File: config.mk
export PLATFORM = sky130hd
export DESIGN_NAME = mem_stage_access_unit
export DESIGN_NICKNAME = d
export VERILOG_FILES = /design/src/rtl/mem_stage_access_unit_pkg.sv /design/src/rtl/mem_stage_access_unit_counter.sv /design/src/rtl/mem_stage_access_unit.sv
export SDC_FILE = /design/constraint.sdc
export NUM_CORES = 1
export LEC_CHECK = 0
export CELL_PAD_IN_SITES_DETAIL_PLACEMENT = 0
export CELL_PAD_IN_SITES_GLOBAL_PLACEMENT = 2
export CORE_MARGIN = 1.5
export CORE_UTILIZATION = 25
export CTS_CLUSTER_SIZE = 24
export DETAILED_ROUTE_END_ITERATION = 8
export GPL_ROUTABILITY_DRIVEN = 0
export PLACE_DENSITY = 0.91
export SYNTH_ARGS = -nofsm -noshare
export SYNTH_HDL_FRONTEND = slang
export SYNTH_SLANG_ARGS = --single-unit
File: constraint.sdc
create_clock -name clk -period 2.35 [get_ports clk]
set_input_delay 0.3525 -clock clk [delete_from_list [all_inputs] [get_ports clk]]
set_output_delay 0.3525 -clock clk [all_outputs]
set_load 0.05 [all_outputs]
File: src/rtl/mem_stage_access_unit_pkg.sv
// Shared definitions for the MEM-stage data-memory requester.
// Holds the FSM encoding, size/rw pin values and the byte zero-extend helper.
package mem_stage_access_unit_pkg;

  typedef enum logic [1:0] {
    IDLE   = 2'd0,
    ACCESS = 2'd1,
    DONE   = 2'd2
  } state_t;

  localparam logic SIZE_BYTE = 1'b0;
  localparam logic SIZE_WORD = 1'b1;
  localparam logic RW_READ   = 1'b0;
  localparam logic RW_WRITE  = 1'b1;

  function automatic logic [31:0] zext_byte(input logic [7:0] b);
    return {24'b0, b};
  endfunction

endpackage

File: src/rtl/mem_stage_access_unit_counter.sv
// Loadable down-counter timing how long dm_enable stays high for one access.
// Holds at zero; zero flags the final access cycle.
module mem_latency_counter #(
  parameter int W = 4
) (
  input  logic         clk,
  input  logic         reset,
  input  logic         load,
  input  logic [W-1:0] load_value,
  input  logic         dec,
  output logic [W-1:0] value,
  output logic         zero
);

  always_ff @(posedge clk) begin
    if (reset) begin
      value <= '0;
    end else if (load) begin
      value <= load_value;
    end else if (dec) begin
      value <= value - 1'b1;
    end
  end

  assign zero = (value == '0);

endmodule

File: src/rtl/mem_stage_access_unit.sv
// MEM-stage requester for Data_Memory_RAM: issues one fixed-latency access per
// instruction, stalls the front end meanwhile, and rejects misaligned words.
import mem_stage_access_unit_pkg::*;

module mem_stage_access_unit #(
  parameter int ADDR_W  = 8,
  parameter int DATA_W  = 32,
  parameter int LATENCY = 1
) (
  input  logic              clk,
  input  logic              reset,
  input  logic              mem_req,
  input  logic              mem_rw,
  input  logic              mem_size,
  input  logic [ADDR_W-1:0] mem_addr,
  input  logic [DATA_W-1:0] mem_wdata,
  input  logic [DATA_W-1:0] dm_data_out,
  output logic [ADDR_W-1:0] dm_address,
  output logic [DATA_W-1:0] dm_data_in,
  output logic              dm_size,
  output logic              dm_rw,
  output logic              dm_enable,
  output logic [DATA_W-1:0] ld_data,
  output logic              ld_valid,
  output logic              stall,
  output logic              misaligned
);

  localparam int CNT_W = 4;
  localparam logic [CNT_W-1:0] CNT_INIT = CNT_W'(LATENCY - 1);

  state_t state, state_nxt;

  logic [ADDR_W-1:0] addr_q;
  logic [DATA_W-1:0] wdata_q;
  logic              size_q, rw_q, err_q, load_q;
  logic              legal, start, reject, last_beat;
  logic [CNT_W-1:0]  cnt_value;
  logic              cnt_zero;

  assign legal     = (mem_size == SIZE_BYTE) || (mem_addr[1:0] == 2'b00);
  assign start     = (state == IDLE) && mem_req && legal;
  assign reject    = (state == IDLE) && mem_req && !legal;
  assign last_beat = (state == ACCESS) && cnt_zero;

  mem_latency_counter #(.W(CNT_W)) u_cnt (
    .clk        (clk),
    .reset      (reset),
    .load       (start),
    .load_value (CNT_INIT),
    .dec        ((state == ACCESS) && (cnt_value != '0)),
    .value      (cnt_value),
    .zero       (cnt_zero)
  );

  always_ff @(posedge clk) begin
    if (reset) state <= IDLE;
    else       state <= state_nxt;
  end

  always_comb begin
    state_nxt = state;
    case (state)
      IDLE:    if (start) state_nxt = ACCESS;
               else if (reject) state_nxt = DONE;
      ACCESS:  if (cnt_zero) state_nxt = DONE;
      DONE:    state_nxt = IDLE;
      default: state_nxt = IDLE;
    endcase
  end

  // err_q/load_q describe the access that is retiring in DONE
  always_ff @(posedge clk) begin
    if (reset) begin
      addr_q  <= '0;
      wdata_q <= '0;
      size_q  <= SIZE_BYTE;
      rw_q    <= RW_READ;
      err_q   <= 1'b0;
      load_q  <= 1'b0;
      ld_data <= '0;
    end else begin
      if (start) begin
        addr_q  <= mem_addr;
        wdata_q <= mem_wdata;
        size_q  <= mem_size;
        rw_q    <= mem_rw;
        err_q   <= 1'b0;
        load_q  <= 1'b0;
      end
      if (reject) begin
        err_q  <= 1'b1;
        load_q <= 1'b0;
      end
      if (last_beat && (rw_q == RW_READ)) begin
        ld_data <= (size_q == SIZE_WORD) ? dm_data_out : zext_byte(dm_data_out[7:0]);
        load_q  <= 1'b1;
      end
    end
  end

  always_comb begin
    dm_enable  = (state == ACCESS);
    dm_address = dm_enable ? addr_q : '0;
    dm_size    = dm_enable ? size_q : SIZE_BYTE;
    dm_rw      = dm_enable ? rw_q : RW_READ;
    dm_data_in = '0;
    if (dm_enable)
      dm_data_in = (size_q == SIZE_WORD) ? wdata_q : zext_byte(wdata_q[7:0]);
    ld_valid   = (state == DONE) && load_q;
    misaligned = (state == DONE) && err_q;
    // reset gates stall so a held mem_req cannot freeze the front end during reset
    stall      = !reset && (((state == IDLE) && mem_req) || (state == ACCESS));
  end

endmodule

==> results.txt <==
synth warn: 0
post-cts gate resize count: 0
clk_lat worst skew: 0.34 ns
Sw Ratio: 0.256
DIE AREA: 15200 um2
via count: 3760
vias in the first global route: 3690
CTS Root Cell: clkbuf_16
Area after DPL: 5740 um2
final instance area: 6030 um2
post-CTS setup buffer count: 0
CTS Buf Count: 9
Min-Delay Endpoint: wdata_q[30]
all-layer global routing usage: 0.161
# nets final: 650
fin cells: 757
Least-Margin Pin Slew: 0.946 ns
hold_sp: wdata_q[30]
worst-case clock buffer depth: 2
port bufs: 154
initial DRC count: 210
data arrival time of the worst path: 1.87 ns
R2R Path End: ld_data[1]
clock slew at reported path FFs: 0.06 ns
mapped cell area: 3630 um2
global route total overflow: 0
CP Class: reg -> out
DR pass1 iterations: 6
RR Startpoint: u_cnt.value[0]
Slew headroom: 0.368
dpl ws: 0.334 ns
mean post-synth cell area: 8.30 um2
period utilization: 0.947
Gate power share: 0.149
Placeable Area: 14000 um2
Final min period: 2.23 ns
Avg WL per Cell: 15.8 um
layout cells sized above 1: 0.151
ANT cells: 0
post-synthesis simple-gate area fraction: 0.227
Tot Pwr: 3.40 mW
Crit path buffers/inverters: 3
Vias/cell: 4.97
max incr delay on CP: 0.51 ns
Initial Util: 0.258
Util after Layout: 0.430
fill cell count: 1361
nature of the critical path startpoint: flop
Area growth syn-to-layout: 66.2%
Int Pwr: 2.53 mW
Die Wd: 123 um
Critical Path Most Common Cell: buf_12
unique cell type count in the Yosys netlist: 30
setup ws final: 0.124 ns
compound-cell area share of the yosys netlist: 0.234
# hold bufs at CTS: 0
xor and xnor area share after synthesis: 0
FF+latch area: 1640 um2
Final Skew: 0.00596 ns
CP max-delay cell: dfxtp_1
hpwl dp: 8070 um
r2r worst-path depth: 6
final WL: 12000 um
max-cap violations: 0
crit end category: primary output
Yosys reg bits: 82
power per cell area: 564 nW/um2
Placed Cells incl. Taps: 741
multiplexer share of the synthesized area: 0
Post-Synthesis Cells: 437
DRC errors left: 0
Crit path max-delay family: buffers and inverters
Synth Area in Adders: 0.00345
R2R setup slack: 0.52 ns
H-tree depth: 3
CTS tree: yes
status: finished, final reports clean
register area share after synthesis: 0.452
Hold WC Path Type: reg -> reg
num ports: 155
Max IR drop VDD: 0.000471 V
area of the multi-input gates: 1700 um2
CTS Sinks: 82
Die H: 123 um
initial antenna violation count: 0
largest family of logic cells by synthesized area: compound AO/OA/AOI/OAI gates
ANT nets after route: 0
crit-path max FO: 37
Worst EP required: 2.00 ns
Clock power frac: 0.415
NetSw: 870 uW
Net Count, Synth: 515
first-pass GRT wire length: 19000 um
Final Hold Viols: 0
Std-Cell Rows: 43
leakage power: 2.20 nW
Finish-stage setup viols: 0
setup TNS: 0 ns
largest net degree at the start of global routing: 43
part of the power in registers: 0.436
Achievable Freq: 449 MHz
Final Max Slew Viols: 0
unrepaired setup endpoints after global routing: no
WHS Path Cells: 2
critical path cell sequence: nand2b_1, inv_1, buf_12, and3_1, buf_12
WHS: 0.473 ns
-- worst reg2reg max path: cells and delay by family, from the launching register on --
| kind | cells | cell delay, ns |
|---|---|---|
| compound gates | 2 | 0.30 |
| flops | 1 | 0.33 |
| simple gates | 1 | 0.48 |
| buf+inv | 2 | 0.37 |
| fa+ha+maj | 1 | 0.21 |
-- placed cells by master (no fill, tap or decap) --
cell type        netlist  final
dfxtp_1               82     82
nor3b_4                2      3
o21ai_1               69     68
clkdlybuf4s50_1        0    108
nand4b_1               2      2
o21ai_4                0      1
clkbuf_16              0      9
a22oi_1                1      1
nor2_1                 6      6
nand2b_1               1      1
clkinv_2               0      3
and3b_1                2      2
buf_2                 12      1
ha_1                   1      1
o21ai_0                9      9
buf_4                  1     19
clkinv_4               0      1
nand3_1               48     48
o41ai_1                1      1
clkbuf_1              24      1
a21oi_1               80     80
and3_1                24     24
a311oi_2               1      1
o21a_1                 1      1
and2_1                20     20
bufinv_16              0      1
clkbuf_8               0      1
a21o_1                 1      1
inv_1                  4      4
or3b_1                 3      3
nor3_1                 2      2
nand4_1               24     24
nor4b_1                1      1
a22oi_2                1      1
buf_12                 0     46
-- how the worst max path moves through the flow --
stage / start / to / slack, ns / cells past startpoint
2_1_floorplan: state[1] / stall / 0.15 / 5
3_3_place_gp: mem_req / stall / 0.34 / 4
3_5_place_dp: mem_req / stall / 0.33 / 4
4_1_cts: state[0] / dm_data_in[12] / 0.09 / 5
5_1_grt: state[0] / dm_data_in[16] / 0.01 / 5
6_report: state[0] / dm_data_in[12] / 0.12 / 5
-- Yosys cell counts, drive strengths merged --
master / number / share of area
a22oi: 2 / 0.0055
o21ai: 78 / 0.11
and3b: 2 / 0.0048
nand4: 24 / 0.041
a21oi: 80 / 0.11
and3: 24 / 0.041
nor3b: 3 / 0.014
buf: 23 / 0.050
clkbuf: 27 / 0.029
ha: 1 / 0.0034
nor3: 2 / 0.0028
nand3: 48 / 0.066
inv: 4 / 0.0041
dfxtp: 82 / 0.45
nand2b: 1 / 0.0017
o21a: 1 / 0.0021
nor4b: 1 / 0.0024
o41ai: 1 / 0.0024
nand4b: 2 / 0.0048
nor2: 6 / 0.0062
and2: 20 / 0.034
a21o: 1 / 0.0021
or3b: 3 / 0.0072
a311oi: 1 / 0.0041
-- power by group through the flow --
stage	sequential, mW	clock [mW]	combinational [mW]
2_1_floorplan	1.52	0	0.256
3_3_place_gp	1.51	0	0.504
5_1_grt	1.49	1.51	0.549
4_1_cts	1.48	1.46	0.511
3_5_place_dp	1.51	0	0.508
6_report	1.48	1.41	0.506
-- flip-flops by register name, summed over array words and instances, names as in the netlist --
register	flops
load_q	1
u_cnt.value	4
size_q	1
state	2
err_q	1
wdata_q	32
rw_q	1
addr_q	8
ld_data	32
-- layer usage --
layer / GRT usage / part of all wire / up-vias
li1: - / - / 1849
met1: 0.184 / 0.40 / 1755
met2: 0.267 / 0.47 / 141
met3: 0.0766 / 0.11 / 15
met4: 0.0510 / 0.018 / 0
met5: 0 / 0 / -
-- final cells by class --
type                       instances  share of cell area
timing repair buffer             174               0.356
multi-input combinational        301               0.283
sequential                        82               0.272
clock buffer                      11              0.0402
tap                              180              0.0373
clock inverter                     5             0.00892
inverter                           4             0.00249
-- logic make-up after synthesis --
logic type,count (synthesis)
AOI/OAI and AO/OA,164
adders and majority gates,1
buffers and inverters,54
DFF,82
and+or+nand+nor,136
(Power assumes the default switching activity.)
